--- config.mk ---
export PLATFORM = sky130hd
export DESIGN_NAME = lightboard_row_receiver
export DESIGN_NICKNAME = d
export VERILOG_FILES = /design/src/rtl/lightboard_pkg.sv /design/src/rtl/lightboard_row_receiver_assembler.sv /design/src/rtl/lightboard_row_receiver.sv
export SDC_FILE = /design/constraint.sdc
export NUM_CORES = 1
export LEC_CHECK = 0
export ABC_AREA = 1
export ABC_CLOCK_PERIOD_IN_PS = 2400
export BUFFER_PORTS_ARGS = -buffer_cell sky130_fd_sc_hd__buf_2
export CAP_MARGIN = 10
export CORE_UTILIZATION = 58
export CTS_CLUSTER_SIZE = 30
export DETAILED_ROUTE_END_ITERATION = 8
export PLACE_DENSITY = 0.91
export SYNTH_ARGS = -nofsm -noshare
export SYNTH_HDL_FRONTEND = slang
export SYNTH_HIERARCHICAL = 1
export SYNTH_SLANG_ARGS = --single-unit
--- constraint.sdc ---
create_clock -name i_clk -period 2.4 [get_ports i_clk]
set_input_delay 0.24 -clock i_clk [delete_from_list [all_inputs] [get_ports i_clk]]
set_output_delay 0.24 -clock i_clk [all_outputs]
set_load 0.05 [all_outputs]
--- src/rtl/lightboard_pkg.sv ---
// Shared definitions for the lightboard dibit link: receiver states, frame
// framing constants and the on-wire dibit ordering used by both link ends.
package lightboard_pkg;

  typedef enum logic [1:0] {
    RECV_ADDR  = 2'd0,
    RECV_PIXEL = 2'd1,
    RECV_AUDIO = 2'd2,
    WAIT_GAP   = 2'd3
  } rx_state_t;

  localparam int ADDR_BYTES      = 3;
  localparam int DIBITS_PER_BYTE = 4;

  // Dibit k of a byte carries bits [2k+1:2k]; dibit 0 goes on the wire first.
  function automatic logic [1:0] dibit_of(input logic [7:0] b, input logic [1:0] k);
    return b[{k, 1'b0} +: 2];
  endfunction

endpackage

--- src/rtl/lightboard_row_receiver_assembler.sv ---
// Collects four dibits (first dibit = byte LSBs) into a byte and flags the
// cycle the fourth dibit arrives. Any invalid cycle or clear restarts the byte.
module dibit_byte_assembler
  import lightboard_pkg::*;
(
  input  logic       i_clk,
  input  logic       i_rst,
  input  logic       i_clear,
  input  logic       i_valid,
  input  logic [1:0] i_dibit,
  output logic [7:0] o_byte,
  output logic       o_byte_valid
);

  logic [1:0] r_cnt;
  logic [5:0] r_shift;

  always_ff @(posedge i_clk) begin
    if (i_rst) begin
      r_cnt   <= 2'd0;
      r_shift <= 6'd0;
    end else if (i_clear || !i_valid) begin
      r_cnt <= 2'd0;
    end else begin
      r_cnt   <= r_cnt + 2'd1;
      r_shift <= {i_dibit, r_shift[5:2]};
    end
  end

  // Newest dibit lands on top, so after three shifts the oldest sits in [1:0].
  assign o_byte       = {i_dibit, r_shift};
  assign o_byte_valid = i_valid && !i_clear && (r_cnt == 2'(DIBITS_PER_BYTE - 1));

endmodule

--- src/rtl/lightboard_row_receiver.sv ---
// Display-side receiver: rebuilds address/pixel/audio frames from the dibit
// link, writes pixels to the frame BRAM and strobes audio bytes out.
module lightboard_row_receiver
  import lightboard_pkg::*;
#(
  parameter int PIXELS_PER_ROW = 320,
  parameter int AUDIO_BYTES    = 8,
  parameter int ADDR_W         = 17
) (
  input  logic              i_clk,
  input  logic              i_rst,
  input  logic              i_axiiv,
  input  logic [1:0]        i_axiid,
  output logic              o_pix_we,
  output logic [ADDR_W-1:0] o_pix_addr,
  output logic [7:0]        o_pix_data,
  output logic              o_audio_valid,
  output logic [7:0]        o_audio_data,
  output logic              o_frame_done,
  output logic              o_frame_err,
  output rx_state_t         o_dbg_state
);

  localparam int MAX_CNT = (PIXELS_PER_ROW > AUDIO_BYTES) ? PIXELS_PER_ROW : AUDIO_BYTES;
  localparam int CNT_W   = (MAX_CNT > 1) ? $clog2(MAX_CNT) : 1;
  localparam logic [CNT_W-1:0] LAST_PIX  = CNT_W'(PIXELS_PER_ROW - 1);
  localparam logic [CNT_W-1:0] LAST_AUD  = CNT_W'((AUDIO_BYTES > 0) ? AUDIO_BYTES - 1 : 0);
  localparam logic [1:0]       LAST_ABYT = 2'(ADDR_BYTES - 1);

  rx_state_t         r_state;
  rx_state_t         w_state_next;
  logic [1:0]        r_abyte;
  logic [15:0]       r_addr;
  logic [ADDR_W-1:0] r_base;
  logic [CNT_W-1:0]  r_index;
  logic              r_started;
  logic              r_pix_we;
  logic [ADDR_W-1:0] r_pix_addr;
  logic [7:0]        r_pix_data;
  logic              r_audio_valid;
  logic [7:0]        r_audio_data;
  logic              r_frame_done;
  logic              r_frame_err;

  logic [7:0]        w_byte;
  logic              w_byte_valid;
  logic              w_err;
  logic [23:0]       w_addr_full;

  dibit_byte_assembler u_asm (
    .i_clk        (i_clk),
    .i_rst        (i_rst),
    .i_clear      (r_state == WAIT_GAP),
    .i_valid      (i_axiiv),
    .i_dibit      (i_axiid),
    .o_byte       (w_byte),
    .o_byte_valid (w_byte_valid)
  );

  // Address bytes arrive MSB first; only the low ADDR_W bits address the BRAM.
  assign w_addr_full = {r_addr, w_byte};

  always_ff @(posedge i_clk) begin
    if (i_rst) r_state <= RECV_ADDR;
    else       r_state <= w_state_next;
  end

  always_comb begin
    w_state_next = r_state;
    w_err        = 1'b0;
    case (r_state)
      RECV_ADDR: begin
        // r_started means a dibit was taken last cycle, so the frame had begun.
        if (!i_axiiv) w_err = r_started;
        else if (w_byte_valid && r_abyte == LAST_ABYT) w_state_next = RECV_PIXEL;
      end
      RECV_PIXEL: begin
        if (!i_axiiv) begin
          w_err        = 1'b1;
          w_state_next = RECV_ADDR;
        end else if (w_byte_valid && r_index == LAST_PIX) begin
          w_state_next = (AUDIO_BYTES == 0) ? WAIT_GAP : RECV_AUDIO;
        end
      end
      RECV_AUDIO: begin
        if (!i_axiiv) begin
          w_err        = 1'b1;
          w_state_next = RECV_ADDR;
        end else if (w_byte_valid && r_index == LAST_AUD) begin
          w_state_next = WAIT_GAP;
        end
      end
      WAIT_GAP: begin
        if (!i_axiiv) w_state_next = RECV_ADDR;
      end
      default: w_state_next = RECV_ADDR;
    endcase
  end

  always_ff @(posedge i_clk) begin
    if (i_rst) begin
      r_abyte       <= 2'd0;
      r_addr        <= 16'd0;
      r_base        <= '0;
      r_index       <= '0;
      r_started     <= 1'b0;
      r_pix_we      <= 1'b0;
      r_pix_addr    <= '0;
      r_pix_data    <= 8'd0;
      r_audio_valid <= 1'b0;
      r_audio_data  <= 8'd0;
      r_frame_done  <= 1'b0;
      r_frame_err   <= 1'b0;
    end else begin
      r_pix_we      <= 1'b0;
      r_audio_valid <= 1'b0;
      r_frame_done  <= 1'b0;
      r_frame_err   <= w_err;
      r_started     <= i_axiiv;
      case (r_state)
        RECV_ADDR: begin
          if (!i_axiiv) begin
            r_abyte <= 2'd0;
          end else if (w_byte_valid) begin
            r_addr <= {r_addr[7:0], w_byte};
            if (r_abyte == LAST_ABYT) begin
              r_abyte <= 2'd0;
              r_base  <= ADDR_W'(w_addr_full);
              r_index <= '0;
            end else begin
              r_abyte <= r_abyte + 2'd1;
            end
          end
        end
        RECV_PIXEL: begin
          if (w_byte_valid) begin
            r_pix_we   <= 1'b1;
            r_pix_data <= w_byte;
            r_pix_addr <= r_base + ADDR_W'(r_index);
            if (r_index == LAST_PIX) begin
              r_index      <= '0;
              r_frame_done <= (AUDIO_BYTES == 0);
            end else begin
              r_index <= r_index + CNT_W'(1);
            end
          end
        end
        RECV_AUDIO: begin
          if (w_byte_valid) begin
            r_audio_valid <= 1'b1;
            r_audio_data  <= w_byte;
            if (r_index == LAST_AUD) begin
              r_index      <= '0;
              r_frame_done <= 1'b1;
            end else begin
              r_index <= r_index + CNT_W'(1);
            end
          end
        end
        default: ;
      endcase
    end
  end

  assign o_pix_we      = r_pix_we;
  assign o_pix_addr    = r_pix_addr;
  assign o_pix_data    = r_pix_data;
  assign o_audio_valid = r_audio_valid;
  assign o_audio_data  = r_audio_data;
  assign o_frame_done  = r_frame_done;
  assign o_frame_err   = r_frame_err;
  assign o_dbg_state   = r_state;

endmodule

Yosys cells after proc, flatten, opt, wreduce, memory -nomap -nowiden. Index checks and enable logic that the tools add are counted. Widths: inputs -> output; s select.

Add/sub/neg operators: 4. Eq/ne operators: 17. $lt $le $gt $ge: 0. Bitwise gates (word level): 3. Reduce and logical (&&, ||, !) cells: 22. Shifts and indexed selects: 0. Divide/modulo/power cells: 0. Muxes and demuxes: 24. Multipliers: 0.

Operator list (number): $mux 9 (7); $pmux 9 s3 (1); $mux 2 (10); $add 17x9->17 (1); $ne 2x2->1 const B (7); $add 9x1->9 const B (1); $eq 9x3->1 const B (1); $eq 9x9->1 const B (1); $eq 2x2->1 const B (4); $pmux 2 s4 (1); $reduce_or 2->1 (4); $ne 3x3->1 const B (2); $reduce_and 2->1 (3); $reduce_and 6->1 (1); $logic_and 1x1->1 (5); $reduce_and 5->1 (1); $add 2x1->2 const B (2); $mux 1 (4); $reduce_and 4->1 (1); $not 1->1 (3); $reduce_and 3->1 (1); $reduce_bool 3->1 (1); $reduce_or 3->1 (1); $eq 2x1->1 const B (1); other kinds (5) (6).

Logic and storage cells: 85. Latch bits: 0. ROM bits: 0. Bits of input ports: 5. Memories kept: 0. Register bits after elaboration: 85. Bits in writable memories: 0. Output and inout bits: 39.

Logic depth before layout (Yosys ltp). Gate-level depths: netlist (run 1).

Word-level depth: 8. Gate-level depth with buffers: 14. Depth with buffers taken out: 14.

Hierarchy. Netlist (run 1), hierarchy kept.

By module, submodules not included: lightboard_row_receiver (area an instance 3761.1 µm², seq. area each 1541.5 µm², cells an instance 550, times used 1); dibit_byte_assembler (area an instance 365.4 µm², seq. area each 160.2 µm², cells an instance 51, times used 1).

Worst setup path before layout (run 1). OpenSTA, ideal clock, no wires.

Path type: register to register. From: reg r_state[0] (netlist: o_dbg_state[0]). To: reg r_index[2]. Period minus slack after synthesis: 2.187 ns. Library setup time: 0.116 ns. Setup slack: 0.213 ns. Arrival time: 2.072 ns. Data required time: 2.284 ns. Path buffers: 0. Stages on the path, launching flop included: 14. Path through: dfxtp_1 > ha_1 > inv_2 > nand2_1 > nor2_1 > inv_2 > nand2_1 > nand2_1 > nor2_1 > nand2_2 > inv_2 > nand2_1 > nand2_1 > nor2_1.

Longest elaborated chain between the ends: 6. Elaborated cells between the ends (all ways): 15. Classes of those cells: 8 x eq/ne; 1 x mux; 6 x reduce/logical.

Ends and longest elaborated chain: start: declaration (line lightboard_row_receiver.sv:30) `rx_state_t r_state;`; start signal: assignment (line lightboard_row_receiver.sv:65) `else r_state <= w_state_next;`; $eq 2x2->1 * (line lightboard_row_receiver.sv:53) `.i_clear (r_state == WAIT_GAP),`; $logic_not 1->1 * (line lightboard_row_receiver_assembler.sv:32) `assign o_byte_valid = i_valid && !i_clear && (r_cnt == 2'(DIBITS_PER_BYTE - 1));`; $logic_and 1x1->1 * (2 in series) (line lightboard_row_receiver_assembler.sv:32); net w_byte_valid (line lightboard_row_receiver.sv:46) `logic w_byte_valid;`; $ne 2x2->1 (no line); $reduce_and 6->1 (no line) *; end signal: assignment (line lightboard_row_receiver.sv:144) `r_index <= r_index + CNT_W'(1);`; end signal: assignment (line lightboard_row_receiver.sv:156) `r_index <= r_index + CNT_W'(1);`; end: declaration (line lightboard_row_receiver.sv:35) `logic [CNT_W-1:0] r_index;`.

The timed path passes the listed nets; every way through them passes the cells marked *. A chain may end at the register's enable or synchronous reset.

Worst setup path in the final report (run 1).
From: reg r_state[0] (netlist: o_dbg_state[0]). To: reg r_index[3].

Same word-level chain as after synthesis.

==> results of run 1 <==
[cell usage in the layout (no fill, tap or decap), types with 4 or more instances in the layout]
| cell | count |
|---|---|
| a21oi_1 | 21 |
| and2_1 | 4 |
| buf_2 | 43 |
| buf_4 | 6 |
| clkbuf_8 | 10 |
| dfxtp_1 | 85 |
| ha_1 | 15 |
| inv_1 | 56 |
| inv_2 | 8 |
| nand2_1 | 113 |
| nand3_1 | 34 |
| nand4_1 | 8 |
| nor2_1 | 149 |
| o21ai_0 | 48 |
| o21ai_1 | 10 |
| xor2_1 | 8 |
[stage by stage]
stage / utilization / cell area, sq um / power, mW / instances
finish: 0.674 / 4600 / 2.47 / 744
global route: 0.674 / 4600 / 2.55 / 744
CTS: 0.674 / 4600 / 2.48 / 744
detailed placement: 0.647 / 4420 / 1.54 / 728
global placement: 0.647 / 4420 / 1.54 / 728
floorplan: - / 4130 / 1.52 / 601
[cell usage after synthesis (all sizes together), types with 4 or more instances]
cell and count:
ha 15, o21ai 59, dfxtp 85, buf 11, nand2 114, nor2 152
nor3 4, nand3 34, inv 64, clkbuf 8, a21oi 22, nand4 8
xor2 8, and2 4
[how the worst max path moves through the flow]
| stage | startpoint | cells after the start | endpoint |
|---|---|---|---|
| after global routing | o_dbg_state[0] | 13 | r_index[3] |
| after floorplan | o_dbg_state[0] | 13 | r_index[2] |
| after detailed placement | o_dbg_state[0] | 13 | r_index[3] |
| after global placement | o_dbg_state[0] | 13 | r_index[3] |
| final | o_dbg_state[0] | 13 | r_index[3] |
| after CTS | o_dbg_state[0] | 13 | r_index[3] |
[critical path, stage by stage, from the launching register on]
cell and delay [ns]:
dfxtp_1 0.35, ha_1 0.28, inv_2 0.14, nand2_1 0.10, nor2_1 0.21, inv_2 0.10
nand2_1 0.09, nand2_1 0.07, nor2_1 0.14, nand2_2 0.13, inv_2 0.13, nand2_1 0.13
nand2_1 0.14, nor2_1 0.07
[layer usage]
layer	part of all wire	vias to the layer above	GRT usage
li1	-	1982	-
met2	0.49	139	0.509
met3	0.060	31	0.0514
met4	0.033	0	0.161
met1	0.41	1788	0.340
met5	0	-	0
[layout make-up]
class,count,area (sq um),share of cell area
sequential,85,1700,0.370
clock inverter,5,43.8,0.00952
tap,96,120,0.0261
clock buffer,11,141,0.0307
timing repair buffer,50,280,0.0609
multi-input combinational,432,2070,0.450
inverter,65,244,0.0530
[state kept, by name, summed over array words and instances, names as in the netlist, 2 cells and up]
name and flops:
o_audio_data 8, o_dbg_state 2, o_pix_addr 17, o_pix_data 8
r_abyte 2, r_addr 9, r_base 17, r_index 9
u_asm/r_cnt 2, u_asm/r_shift 6
[cell families after synthesis]
group           count (synthesis)
xor+xnor                       10
compound gates                 84
flops                          85
buf+inv                        84
fa+ha+maj                      16
simple gates                  322
[power by group through the flow]
| stage | combinational [mW] | clock (mW) | sequential [mW] |
|---|---|---|---|
| finish | 0.0769 | 0.961 | 1.43 |
| global route | 0.0881 | 1.03 | 1.44 |
| CTS | 0.0767 | 0.972 | 1.43 |
| detailed placement | 0.0761 | 0 | 1.47 |
| global placement | 0.0730 | 0 | 1.47 |
| floorplan | 0.0569 | 0 | 1.46 |
==> flow_metrics.py, run 1 <==
metrics = {
    "placement": {
        "globalplace.congestion": 0.945,
        "dp_slack_ns": 0.321,
        "io_buffer_count": 43,
        "hpwl_mm": 7.28,
    },
    "logic_synthesis": {
        "synth.net_count": 622,
        "yosysTopAreaCell": "dfxtp_1",
        "ys_seq_elements": 85,
        "synthMuxAreaShare": 0,
        "synthXorXnorAreaFrac": 0.0212,
        "synth_area_sq_mm": 0.00413,
        "synth_edf_count": 0,
        "ys.warnings.count": 6,
        "seq_area_frac_synth": 0.412,
        "netlist.area_leader.share": 0.412,
        "async_reset_ff_frac": 0,
        "ys_top_cells_by_area": "dfxtp_1, nor2_1, nand2_1",
        "ys.flop_type": "dfxtp_1",
        "synth_fa_ha_area_frac": 0.0503,
        "synth_top_family_by_area": "simple AND/OR/NAND/NOR gates",
        "synth_cells": 601,
        "avgSynthCellArea_sq_um": 6.87,
        "synth-compound-area-share": 0.106,
        "synth-simple-area-share": 0.325,
        "ys_types": 36,
    },
    "floorplanning": {
        "dieArea_sq_mm": 0.00746,
        "fp.dieH_um": 86.3,
        "fp-row-count": 30,
        "pin_count": 44,
        "die_w_um": 86.3,
        "core-area_sq_mm": 0.00683,
        "start_util": 0.604,
    },
    "sta": {
        "worst_pin_slew_ns": 0.477,
        "fmax_mhz": 461,
        "finClkSkew_ns": 0.00939,
        "setup-tns-final_ns": 0,
        "whs_ns": 0.195,
        "finalSetupViolations": 0,
        "rsz0062_at_grt": "false",
        "maxSlewViolCount": 0,
        "hold_viol": 0,
        "max-slew-margin-rel": 0.682,
        "period_needed_ns": 2.17,
        "worst_slack_ns": 0.230,
        "fin_crit_sh": 0.904,
    },
    "clock_network": {
        "cts_buffer_depth": 2,
        "htree_levels": 3,
        "clkTransAtPathRegs_ns": 0.09,
        "postCtsSetupBuffers": 0,
        "cts_root_buffer": "clkbuf_8",
        "post_cts_resized": 0,
        "numClockSinks": 85,
        "cts_buffers": 9,
        "insertion_delay_ns": 0.36,
        "tritoncts": "done",
        "postCtsHoldBufs": 0,
    },
    "global_routing": {
        "antenna_found_initial": 0,
        "grt_max_degree": 55,
        "grt_pass1_wl_mm": 16.8,
        "gr-total-overflow": 0,
        "grt_pass1_vias": 3785,
        "grtUsageTotal": 0.292,
    },
    "setup_path": {
        "required_ns": 2.65,
        "r2r_slack_ns": 0.23,
        "reg2reg_depth": 13,
        "cp.arrival_ns": 2.42,
        "cp-start-kind": "flip-flop",
        "rr_startpoint": "o_dbg_state[0]",
        "worstPathMaxFanout": 7,
        "end_kind": "flip-flop",
        "worst-setup-path-type": "flip-flop to flip-flop",
        "reg2reg_to": "r_index[3]",
    },
    "min_path": {
        "hold_start": "i_rst",
        "hold_path.class": "primary input to flip-flop",
        "min_to": "r_started",
        "hold_depth": 2,
    },
    "power": {
        "p_per_area_mw_per_mm2": 537,
        "pwr-share-clk": 0.389,
        "sw_frac_of_total": 0.248,
        "combPwrFrac": 0.031,
        "power_switching_uw": 612,
        "ir_drop_mv": 0.285,
        "power_leakage_nw": 2.23,
        "internal-power_mw": 1.86,
        "seqPwrFrac": 0.580,
    },
    "detailed_routing": {
        "drtIter0Drc": 315,
        "drc": 0,
        "avgRoutedWirePerCell_um": 13.5,
        "wl_mm": 10.0,
        "via_per_inst": 5.30,
        "firstDrtPassIters": 5,
        "via_count": 3940,
        "ant_nets": 0,
    },
    "final_layout": {
        "area_growth_syn_to_layout_pct": 11.5,
        "diodes": 0,
        "fillCellCount": 590,
        "layout.nets": 664,
        "layout-drive-gt1-share": 0.128,
    },
    "status": {
        "status": "finished clean",
    },
    "flow_run": {
        "maxCapViolCount": 0,
    },
}
Power figures use the tool's default switching activity.
==> run 2, diff against run 1 <==
Settings changed: SETUP_SLACK_MARGIN set to 0.4.
==> run 2 against run 1 <==
Setup slack improved by 0.31 ns; highest routed layer unchanged; clock skew about the same; critical path depth unchanged; largest cell class unchanged.
==> flow_metrics.py, run 2 (synthesis results as in run 1) <==
metrics = {
    "status": {
        "status": "finished clean",
    },
    "min_path": {
        "hold_depth": 3,
        "min_to": "r_addr[6]",
        "hold_path.class": "primary input to flip-flop",
        "hold_start": "i_axiid[0]",
    },
    "global_routing": {
        "antenna_found_initial": 0,
        "grt_pass1_wl_mm": 16.4,
        "grtUsageTotal": 0.279,
        "grt_pass1_vias": 3719,
        "grt_max_degree": 55,
        "gr-total-overflow": 0,
    },
    "sta": {
        "setup-tns-final_ns": 0,
        "period_needed_ns": 1.86,
        "rsz0062_at_grt": "false",
        "fin_crit_sh": 0.774,
        "maxSlewViolCount": 0,
        "worst_pin_slew_ns": 0.493,
        "max-slew-margin-rel": 0.671,
        "fmax_mhz": 538,
        "finClkSkew_ns": 0.00960,
        "hold_viol": 0,
        "finalSetupViolations": 0,
    },
    "detailed_routing": {
        "ant_nets": 0,
        "wl_mm": 9.67,
        "avgRoutedWirePerCell_um": 12.9,
        "via_count": 3937,
        "drc": 0,
        "drtIter0Drc": 259,
        "via_per_inst": 5.27,
        "firstDrtPassIters": 5,
    },
    "setup_path": {
        "end_kind": "flip-flop",
        "cp-start-kind": "flip-flop",
        "crit_path_top_delay_cell": "dfxtp_2",
        "reg2reg_to": "r_index[3]",
        "crit_top_cell": "nand2_1",
        "worstPathMaxFanout": 6,
        "rr_startpoint": "o_dbg_state[0]",
        "reg2reg_depth": 13,
        "cp.arrival_ns": 2.11,
        "worst-setup-path-type": "flip-flop to flip-flop",
        "required_ns": 2.65,
        "r2r_slack_ns": 0.54,
        "slowest_delay_ns": 0.35,
        "worstPathCellList": "ha_2 > inv_2 > nand2_2 > nor2_4 > inv_2 > nand2_1 > nand2_1 > nor2_1 > nand2_2 > inv_2 > nand2_1 > nand2_1 > nor2_1",
    },
    "floorplanning": {
        "core-area_sq_mm": 0.00683,
        "dieArea_sq_mm": 0.00746,
        "start_util": 0.604,
        "pin_count": 44,
        "die_w_um": 86.3,
        "fp.dieH_um": 86.3,
        "fp-row-count": 30,
    },
    "power": {
        "p_total_mw": 2.49,
        "ir_drop_mv": 0.336,
        "power_leakage_nw": 2.25,
        "p_per_area_mw_per_mm2": 536,
    },
    "clock_network": {
        "cts_root_buffer": "clkbuf_8",
        "cts_buffers": 9,
        "clkTransAtPathRegs_ns": 0.09,
        "cts_buffer_depth": 2,
        "tritoncts": "done",
        "insertion_delay_ns": 0.36,
        "numClockSinks": 85,
        "htree_levels": 3,
    },
    "final_layout": {
        "mostFrequentLayoutCells": "nor2_1, nand2_1, dfxtp_1",
        "area_growth_syn_to_layout_pct": 12.5,
        "layout.nets": 667,
        "final_common_cell": "nor2_1",
        "layout-drive-gt1-share": 0.147,
        "fin_area_sq_mm": 0.00464,
        "diodes": 0,
    },
    "placement": {
        "io_buffer_count": 43,
        "globalplace.congestion": 0.935,
        "hpwl_mm": 7.09,
        "post_dp_cell_area_sq_mm": 0.00440,
    },
    "flow_run": {
        "maxCapViolCount": 0,
    },
}
## run 2: changes by cell type in the layout (fill, tap and decap cells not counted), sizes merged
cell,before,now
buf,50,53
clkbuf,11,9
clkinv,2,4
clkinvlp,2,1
inv,66,67
## run 2: per-stage QoR
stage	hold WS, ns	instances	setup slack (ns)	utilization
after floorplan	0.316	601	0.431	-
after global placement	0.416	727	0.393	0.644
after detailed placement	0.431	727	0.302	0.644
after CTS	0.193	745	0.402	0.675
after global routing	0.198	747	0.405	0.679
final	0.202	747	0.542	0.679
## run 2: worst max-delay path, delay by kind of cell (launching register included)
kind,cells,cell delay (ns)
adder cells (fa/ha/maj),1,0.22
AND/OR/NAND/NOR,9,0.92
flip-flops,1,0.35
buffers and inverters,3,0.26
## run 2: area by class of cell
cell class | count | area [sq um]
fillers | 591 | 2190
multi-input cells | 432 | 2090
flip-flops and latches | 85 | 1710
repair buffers | 53 | 290
inverters | 65 | 244
clock buffers | 9 | 124
well taps | 96 | 120
clock inverters | 7 | 68.8
## run 2: routing by layer
layer  global-route usage  vias to the layer above  wire [um]
met4                0.120                        0        214
met2                0.495                      122       4810
li1                     -                     1983          -
met5                    0                        -          0
met1                0.331                     1813       4090
met3               0.0495                       19        559
## run 2: what timing repair did
action                                  CTS  global route
buffers inserted                          2             2
gates resized for setup                   2             7
endpoints found under the setup margin   22            43
hold buffers                              0             0
pin swaps                                 1             1
## run 2: worst max path at each step
stage / startpoint / to / slack [ns] / depth (start not counted)
6_report: o_dbg_state[0] / r_index[3] / 0.54 / 13
5_1_grt: o_dbg_state[0] / r_base[16] / 0.40 / 11
4_1_cts: r_index[0] / o_pix_addr[16] / 0.40 / 12
3_5_place_dp: o_dbg_state[0] / r_index[3] / 0.30 / 13
3_3_place_gp: o_dbg_state[0] / r_index[3] / 0.39 / 13
2_1_floorplan: o_dbg_state[0] / r_index[2] / 0.43 / 13
## run 2: power by group
group          internal [mW]  switching (mW)  total, mW
Clock                  0.402           0.574      0.976
Combinational         0.0226          0.0540     0.0765
Sequential              1.42          0.0156       1.43
